<file path="config.mk">
export PLATFORM = sky130hd
export DESIGN_NAME = k005297_cmdreg
export DESIGN_NICKNAME = d
export VERILOG_FILES = /design/src/rtl/k005297_pkg.sv /design/src/rtl/k005297_strobe_sync.sv /design/src/rtl/k005297_cmdreg.sv
export SDC_FILE = /design/constraint.sdc
export NUM_CORES = 1
export LEC_CHECK = 0
export ABC_CLOCK_PERIOD_IN_PS = 4900
export CAP_MARGIN = 20
export CORE_AREA = 10 10 69 71
export CTS_CLUSTER_DIAMETER = 80
export CTS_CLUSTER_SIZE = 25
export DETAILED_ROUTE_END_ITERATION = 16
export DIE_AREA = 0 0 79 81
export PLACE_DENSITY = 0.8
export SLEW_MARGIN = 15
export SYNTH_ARGS = -nofsm -noshare
export SYNTH_HDL_FRONTEND = slang
export SYNTH_SLANG_ARGS = --single-unit
</file>
<file path="constraint.sdc">
create_clock -name i_MCLK -period 4.9 [get_ports i_MCLK]
set_input_delay 1.225 -clock i_MCLK [delete_from_list [all_inputs] [get_ports i_MCLK]]
set_output_delay 1.225 -clock i_MCLK [all_outputs]
set_load 0.01 [all_outputs]
</file>
<file path="src/rtl/k005297_pkg.sv">
`default_nettype none
// ============================================================================
// k005297_pkg
// Shared encodings for the K005297 bubble-memory command register block.
// Revision: 1.0
// ============================================================================
package k005297_pkg;

  typedef enum logic [1:0] {
    ST_IDLE   = 2'd0,
    ST_REQ    = 2'd1,
    ST_ACTIVE = 2'd2
  } state_e;

  localparam logic [1:0] ADDR_CMD     = 2'd0;
  localparam logic [1:0] ADDR_PAGE_LO = 2'd1;
  localparam logic [1:0] ADDR_PAGE_HI = 2'd2;
  localparam logic [1:0] ADDR_STATUS  = 2'd3;

  localparam int STAT_BUSY     = 0;
  localparam int STAT_ACCEPTED = 1;
  localparam int STAT_DONE     = 2;
  localparam int STAT_ERR      = 3;
  localparam int STAT_ILLEGAL  = 4;
  localparam int STAT_OVERRUN  = 5;

  localparam int CMD_RD    = 0;
  localparam int CMD_WR    = 1;
  localparam int CMD_ABORT = 7;

  typedef struct packed {
    logic overrun;
    logic illegal;
    logic err;
    logic done;
  } flags_t;

  function automatic logic [7:0] status_byte(input state_e st, input flags_t f);
    logic [7:0] s;
    s                = 8'h00;
    s[STAT_BUSY]     = (st != ST_IDLE);
    s[STAT_ACCEPTED] = (st == ST_ACTIVE);
    s[STAT_DONE]     = f.done;
    s[STAT_ERR]      = f.err;
    s[STAT_ILLEGAL]  = f.illegal;
    s[STAT_OVERRUN]  = f.overrun;
    return s;
  endfunction

endpackage
`default_nettype wire

</file>
<file path="src/rtl/k005297_strobe_sync.sv">
`default_nettype none
// ============================================================================
// k005297_strobe_sync
// Two-flop synchronizer for an active-low CPU strobe with rising-edge detect.
// Revision: 1.0
// ============================================================================
module k005297_strobe_sync (
  input  logic clk_i,
  input  logic rst_i,
  input  logic strobe_n_i,
  output logic sync_o,
  output logic rise_o
);

  logic meta_q;
  logic sync_q;
  logic prev_q;

  // Idle level of an active-low strobe is 1, so reset to 1 to avoid a false edge.
  always_ff @(posedge clk_i) begin
    if (rst_i) begin
      meta_q <= 1'b1;
      sync_q <= 1'b1;
      prev_q <= 1'b1;
    end else begin
      meta_q <= strobe_n_i;
      sync_q <= meta_q;
      prev_q <= sync_q;
    end
  end

  assign sync_o = sync_q;
  assign rise_o = sync_q & ~prev_q;

endmodule
`default_nettype wire

</file>
<file path="src/rtl/k005297_cmdreg.sv">
`default_nettype none
// ============================================================================
// k005297_cmdreg
// CPU-facing command/page/status register and request FSM of the K005297.
// Revision: 1.0
// ============================================================================
module k005297_cmdreg
  import k005297_pkg::*;
#(
  parameter int PAGE_W = 12
) (
  input  logic              i_MCLK,
  input  logic              i_RST,
  input  logic              i_CLK2M_PCEN_n,
  input  logic              i_CPU_CS_n,
  input  logic              i_CPU_WR_n,
  input  logic              i_CPU_RD_n,
  input  logic [1:0]        i_CPU_ADDR,
  input  logic [7:0]        i_CPU_DIN,
  output logic [7:0]        o_CPU_DOUT,
  input  logic              i_CMDREG_RST_n,
  input  logic              i_CMD_ACCEPTED_n,
  input  logic              i_FSMERR_RESTART_n,
  output logic              o_CMDREG_RDREQ,
  output logic              o_CMDREG_WRREQ,
  output logic [PAGE_W-1:0] o_PAGE_NUM,
  output logic              o_IRQ
);

  localparam int HI_W = PAGE_W - 8;

  logic              wr_sync, wr_rise;
  logic              rd_sync, rd_rise;
  logic [1:0]        hold_addr_q;
  logic [7:0]        hold_data_q;
  logic [1:0]        rd_addr_q;
  state_e            state_q;
  logic              rdreq_q, wrreq_q;
  logic [PAGE_W-1:0] page_q;
  flags_t            flags_q;
  logic              irq_q;

  k005297_strobe_sync u_wr_sync (
    .clk_i      (i_MCLK),
    .rst_i      (i_RST),
    .strobe_n_i (i_CPU_CS_n | i_CPU_WR_n),
    .sync_o     (wr_sync),
    .rise_o     (wr_rise)
  );

  k005297_strobe_sync u_rd_sync (
    .clk_i      (i_MCLK),
    .rst_i      (i_RST),
    .strobe_n_i (i_CPU_CS_n | i_CPU_RD_n),
    .sync_o     (rd_sync),
    .rise_o     (rd_rise)
  );

  logic fsm_en, busy;
  logic err_ev, done_ev, acc_ev, fsm_ev;
  logic cmd_wr, page_wr, status_rd;
  logic cmd_rd_bit, cmd_wr_bit, cmd_abort;

  assign fsm_en     = ~i_CLK2M_PCEN_n;
  assign busy       = (state_q != ST_IDLE);
  assign err_ev     = fsm_en & ~i_FSMERR_RESTART_n;
  assign done_ev    = fsm_en & ~i_CMDREG_RST_n & busy;
  assign acc_ev     = fsm_en & ~i_CMD_ACCEPTED_n & (state_q == ST_REQ);
  assign fsm_ev     = err_ev | done_ev | acc_ev;
  assign cmd_wr     = wr_rise & (hold_addr_q == ADDR_CMD);
  assign page_wr    = wr_rise & ((hold_addr_q == ADDR_PAGE_LO) | (hold_addr_q == ADDR_PAGE_HI));
  assign status_rd  = rd_rise & (rd_addr_q == ADDR_STATUS);
  assign cmd_rd_bit = hold_data_q[CMD_RD];
  assign cmd_wr_bit = hold_data_q[CMD_WR];
  assign cmd_abort  = hold_data_q[CMD_ABORT];

  // Later assignments in this block override earlier ones, so flags set in
  // the same cycle as a status-read clear survive.
  always_ff @(posedge i_MCLK) begin
    if (i_RST) begin
      state_q     <= ST_IDLE;
      rdreq_q     <= 1'b0;
      wrreq_q     <= 1'b0;
      page_q      <= '0;
      flags_q     <= '0;
      irq_q       <= 1'b0;
      hold_addr_q <= '0;
      hold_data_q <= '0;
      rd_addr_q   <= '0;
    end else begin
      if (!wr_sync) begin
        hold_addr_q <= i_CPU_ADDR;
        hold_data_q <= i_CPU_DIN;
      end
      if (!rd_sync) begin
        rd_addr_q <= i_CPU_ADDR;
      end

      if (status_rd) begin
        flags_q <= '0;
        irq_q   <= 1'b0;
      end

      if (err_ev) begin
        state_q     <= ST_IDLE;
        rdreq_q     <= 1'b0;
        wrreq_q     <= 1'b0;
        flags_q.err <= 1'b1;
        irq_q       <= 1'b1;
      end else if (done_ev) begin
        state_q      <= ST_IDLE;
        rdreq_q      <= 1'b0;
        wrreq_q      <= 1'b0;
        flags_q.done <= 1'b1;
        irq_q        <= 1'b1;
      end else if (acc_ev) begin
        state_q <= ST_ACTIVE;
      end else if (cmd_wr) begin
        if (busy) begin
          if (cmd_abort) begin
            state_q <= ST_IDLE;
            rdreq_q <= 1'b0;
            wrreq_q <= 1'b0;
          end else begin
            flags_q.overrun <= 1'b1;
          end
        end else if (!cmd_abort && (cmd_rd_bit ^ cmd_wr_bit)) begin
          state_q <= ST_REQ;
          rdreq_q <= cmd_rd_bit;
          wrreq_q <= cmd_wr_bit;
        end else if (!cmd_abort && cmd_rd_bit && cmd_wr_bit) begin
          flags_q.illegal <= 1'b1;
          irq_q           <= 1'b1;
        end
      end

      if (cmd_wr && fsm_ev) begin
        flags_q.overrun <= 1'b1;
      end

      if (page_wr) begin
        if (busy) begin
          flags_q.overrun <= 1'b1;
        end else if (hold_addr_q == ADDR_PAGE_LO) begin
          page_q[7:0] <= hold_data_q;
        end else begin
          page_q[PAGE_W-1:8] <= hold_data_q[HI_W-1:0];
        end
      end
    end
  end

  always_comb begin
    o_CPU_DOUT = 8'h00;
    if (!i_CPU_CS_n && !i_CPU_RD_n) begin
      case (i_CPU_ADDR)
        ADDR_CMD:     o_CPU_DOUT = {6'b0, wrreq_q, rdreq_q};
        ADDR_PAGE_LO: o_CPU_DOUT = page_q[7:0];
        ADDR_PAGE_HI: o_CPU_DOUT = 8'(page_q[PAGE_W-1:8]);
        default:      o_CPU_DOUT = status_byte(state_q, flags_q);
      endcase
    end
  end

  // Requests drop combinationally with reset so a reset never leaves a stray request.
  assign o_CMDREG_RDREQ = rdreq_q & ~i_RST;
  assign o_CMDREG_WRREQ = wrreq_q & ~i_RST;
  assign o_PAGE_NUM     = page_q;
  assign o_IRQ          = irq_q;

endmodule
`default_nettype wire

</file>
==> Word level (Yosys, flattened, before mapping) <==
Index checks and enable logic that the tools add are counted.
{ "word_totals": {"register_bits": 39, "input_bits": 19, "output_inout_bits": 23, "elab_cells": 115} }
{ "classes": {"n_eq_ne": 9, "mux": 36, "n_bitwise": 28, "reduce_logical": 22} }
{ "op_table": {"columns": ["op", "n"], "rows": [
  ["$mux W1", 24],
  ["$pmux W8 S3", 1],
  ["$mux W2", 9],
  ["$and A1 B1 Y1", 12],
  ["$reduce_and A3 Y1", 4],
  ["$not A1 Y1", 10],
  ["$eq A2 B2 Y1 const B", 4],
  ["$mux W8", 1],
  ["$reduce_bool A2 Y1", 4],
  ["$eq A2 B1 Y1 const B", 3],
  ["$logic_and A1 B1 Y1", 5],
  ["$or A1 B1 Y1", 5],
  ["$logic_not A2 Y1", 2],
  ["$mux W4", 1],
  ["$reduce_and A4 Y1", 1],
  ["$reduce_or A4 Y1", 1],
  ["$logic_not A1 Y1", 3],
  ["$ne A3 B2 Y1 const B", 1],
  ["$reduce_bool A3 Y1", 1],
  ["$reduce_or A3 Y1", 1],
  ["$ne A2 B2 Y1 const B", 1],
  ["$xor A1 B1 Y1", 1]
]} }

==> Logic depth before layout (Yosys ltp) <==
{ "depth": {"ltp_word": 14, "mapped_depth": 7, "mapped_depth_nobuf": 6} }

==> Cells and area by module <==
Synthesis repeated with hierarchy kept, for this count alone.
{ "unflattened": {"hier_cells": 197, "area_unflattened_um2": 1833.0} }
{ "modules_own_cells": {"columns": ["mod", "instances", "cells_per_inst", "area_each_um2", "seq_area_each_um2"], "rows": [
  ["k005297_cmdreg", 1, 183, 1662.8, 660.6],
  ["k005297_strobe_sync", 2, 7, 85.1, 60.1]
]} }

==> Worst setup path before layout <==
Ideal clock, no wire load.
{ "synth_timing": {"kind": "input -> output", "startpoint": "in i_CPU_ADDR[0]", "endpoint": "out o_CPU_DOUT[0]", "t_arrival_ps": 2118, "required_time_ps": 3675, "slack_ps": 1557, "cell_stages": 3, "n_path_buf": 1, "cell_sequence": "buf_2 -> mux4_1 -> and2_1"} }
{ "synth_via": {"elab_chain_cells": 3, "word_cells_on_any_way": 5, "classes_between": "eq/ne (2); mux (2); reduce/logical (1)"} }
{ "synth_rtl": {"columns": ["element", "line", "source"], "rows": [
  ["from (decl)", "k005297_cmdreg.sv:18", "input logic [1:0] i_CPU_ADDR,"],
  ["$eq A2 B2 Y1, or another cell as far along", "k005297_cmdreg.sv:156", "case (i_CPU_ADDR)"],
  ["$pmux W8 S3 *", "k005297_cmdreg.sv:156", null],
  ["$mux W8 *", "k005297_cmdreg.sv:155", "if (!i_CPU_CS_n && !i_CPU_RD_n) begin"],
  ["to (decl)", "k005297_cmdreg.sv:20", "output logic [7:0] o_CPU_DOUT,"]
]} }
Every way passes the cells marked *; elsewhere a longest branch is shown, timed or not.

==> Worst setup path after layout <==
{ "layout_timing": {"startpoint": "in i_CPU_ADDR[1]", "endpoint": "out o_CPU_DOUT[2]"} }
Same word-level chain as after synthesis.

==> results.sh <==
export IMPL_reg2reg_from="u_wr_sync.sync_o"
export IMPL_top_layer="met4"
export IMPL_grt_pass1_wl_mm=6.82
export IMPL_layout_nets=238
export IMPL_synthTopCellsByArea="dfxtp_1 (46%), mux2i_1 (15%), nor2_1 (7.9%)"
export IMPL_synth_most_common_cell="dfxtp_1"
export IMPL_worstSkewPairLatency_ns=0.34
export IMPL_total_power_uw=552
export IMPL_skew_ns=0.0102
export IMPL_fillCellCount=335
export IMPL_port_buffers=41
export IMPL_dpl_cell_area_sq_um=2150
export IMPL_die_height_um=81
export IMPL_multi_input_area_sq_um=872
export IMPL_hold_violations=0
export IMPL_grt_max_degree=37
export IMPL_root_buffer="clkbuf_4"
export IMPL_wire_per_inst_um=15.6
export IMPL_worstHoldStart="u_rd_sync.meta_q"
export IMPL_ys_warn_count=0
export IMPL_die_x_um=79
export IMPL_startpoint="i_CPU_ADDR[1]"
export IMPL_path_class="input pin to output pin"
export IMPL_htree_levels=2
export IMPL_path_buf_inv=2
export IMPL_grt_usage_pct=13.6
export IMPL_fmax_ghz=0.231
export IMPL_netlist_area_sq_um=1700
export IMPL_drv_slew=0
export IMPL_slowest_stage="clkdlybuf4s50_1"
export IMPL_period_needed_ns=4.34
export IMPL_cts_max_path_buffers=2
export IMPL_outcome="finished, final reports clean"
export IMPL_diodes=0
export IMPL_cpLargestDelayFamily="buffers and inverters"
export IMPL_setup_viol=0
export IMPL_start_util_pct=48.3
export IMPL_netlist_instances=175
export IMPL_die_area_sq_um=6400
export IMPL_design_area_sq_um=2220
export IMPL_grt_overflow_total=0
export IMPL_ys_ff_latch=39
export IMPL_final_antenna_net_count=0
export IMPL_cts_setup_buffers=0
export IMPL_yosysTopAreaCell="dfxtp_1"
export IMPL_relSlewSlack_pct=50.4
export IMPL_antenna_found_initial=0
export IMPL_synth_common_cells="dfxtp_1 (39), nor2_1 (36), mux2i_1 (26)"
export IMPL_pwr_density_cell_nw_per_um2=249
export IMPL_clock_sinks=39
export IMPL_via_count=1356
export IMPL_register_area_sq_um=781
export IMPL_row_count=22
export IMPL_dr_wl_met3_um=246
export IMPL_vdd_ir_drop_max_mv=0.200
export IMPL_drive_gt1_share_pct=6.88
export IMPL_synth_edf_count=0
export IMPL_drc=0
export IMPL_maxCapViolCount=0
export IMPL_cp_arrival_ns=3.11
export IMPL_numCtsBuffers=5
export IMPL_path_cells="clkdlybuf4s50_1 > mux2_1 > a21oi_1 > nor3_1 > clkdlybuf4s50_1"
export IMPL_post_route_period_util_pct=88.5
export IMPL_cp_start_kind="input pin"
export IMPL_crit_top_cell="clkdlybuf4s50_1"
export IMPL_async_reset_ff_share_pct=0
export IMPL_required_ns=3.67
export IMPL_ctsResizeCount=0
export IMPL_cts_tree="yes"
export IMPL_coreArea_sq_um=3520
export IMPL_tns_ns=0
export IMPL_synth_fp_nets=196
export IMPL_drtIter0Drc=74
export IMPL_cts_hold_buf=0
export IMPL_met1_length_mm=1.98
export IMPL_dr_wl_met2_mm=1.84
export IMPL_min_path_type="register to register"
export IMPL_ys_types=35
export IMPL_critPathMaxFanout=12
export IMPL_clk_pin_slew_ns=0.11
export IMPL_first_global_vias=1398
export IMPL_yosysTopAreaCellShare_pct=45.9
export IMPL_hpwl_mm=3.04
export IMPL_worst_pin_slew_ns=0.743
export IMPL_syn_to_final_growth_pct=30.4
export IMPL_ys_seq_area_share_pct=45.9
export IMPL_synth_ff_type="dfxtp_1"
export IMPL_slowest_delay_ns=0.82
export IMPL_first_pass_iters=4
export IMPL_pin_count=42
export IMPL_synth_area_per_cell_sq_um=9.72
export IMPL_power_leakage_uw=0.000933
export IMPL_end_kind="output pin"
export IMPL_routed_wirelength_mm=4.14
export IMPL_grt_setup_unrepaired="false"
export IMPL_viasPerCell=5.10
export IMPL_place_congestion=0.829
## worst register-to-register path: cells and delay by family, from the launching register on
family           cells  cell delay, ns
flip-flops           1            0.82
multiplexers         1            0.23
AND/OR/NAND/NOR      3            0.77
## cell families after synthesis
family | after synthesis | synth area share (%)
multiplexers | 30 | 19.5
buffers and inverters | 11 | 2.87
flip-flops | 39 | 45.9
AO/OA/AOI/OAI | 20 | 6.84
adder cells (fa/ha/maj) | 2 | 1.47
XOR/XNOR | 1 | 0.515
AND/OR/NAND/NOR | 72 | 22.9
## final timing paths
path                      endpoint  slack, ns  cells past startpoint
setup reg to reg    o_PAGE_NUM[10]       2.98                      4
setup / recovery     o_CPU_DOUT[2]       0.56                      5
hold reg to reg   u_rd_sync.sync_o       0.41                      1
hold / removal    u_rd_sync.sync_o       0.41                      1
## state kept, by name, indices dropped and copies added, names as in the netlist
name              cells
u_wr_sync.prev_q      1
wrreq_q               1
u_wr_sync.sync_o      1
state_q               2
flags_q               4
hold_addr_q           2
o_IRQ                 1
rdreq_q               1
hold_data_q           8
rd_addr_q             2
u_rd_sync.sync_o      1
u_rd_sync.prev_q      1
u_wr_sync.meta_q      1
u_rd_sync.meta_q      1
o_PAGE_NUM           12
## area by class of cell
cell class	instances	area share, %
multi-input cells	125	39.3
inverters	3	0.508
well taps	48	2.71
repair buffers	43	19.2
flip-flops and latches	39	35.2
clock buffers	8	3.10
## layout by cell type, fill, tap and decap left out, types with 4 or more instances in the layout
cell type,n
clkdlybuf4s50_1,41
dfxtp_1,39
nor2_1,36
mux2i_1,26
a21oi_1,11
nand2_1,5
or2_1,5
clkbuf_4,5
or3_1,4
## routing by layer
metal,up-vias,GRT usage [%]
met5,-,0
met4,0,5.91
met3,8,4.97
met2,32,21.5
met1,624,16.2
li1,692,-
## where the power goes
group	internal (uW)	leakage, uW	total (uW)	switching, uW
Clock	84.5	0.0000386	185	100
Combinational	22.7	0.000579	40.6	18.0
Sequential	322	0.000316	326	4.66
Total	429	0.000933	552	123
## metrics by stage
stage | hold slack (ns) | setup slack [ns] | utilization (%) | cells
after global placement | 0.386 | 0.594 | 61.0 | 258
after detailed placement | 0.400 | 0.564 | 61.0 | 258
final | 0.415 | 0.563 | 63.0 | 266
after CTS | 0.413 | 0.559 | 63.0 | 266
after global routing | 0.433 | 0.488 | 63.0 | 266
after floorplan | 0.383 | 1.56 | - | 175
Note: power is estimated with default switching activity, not from simulation.
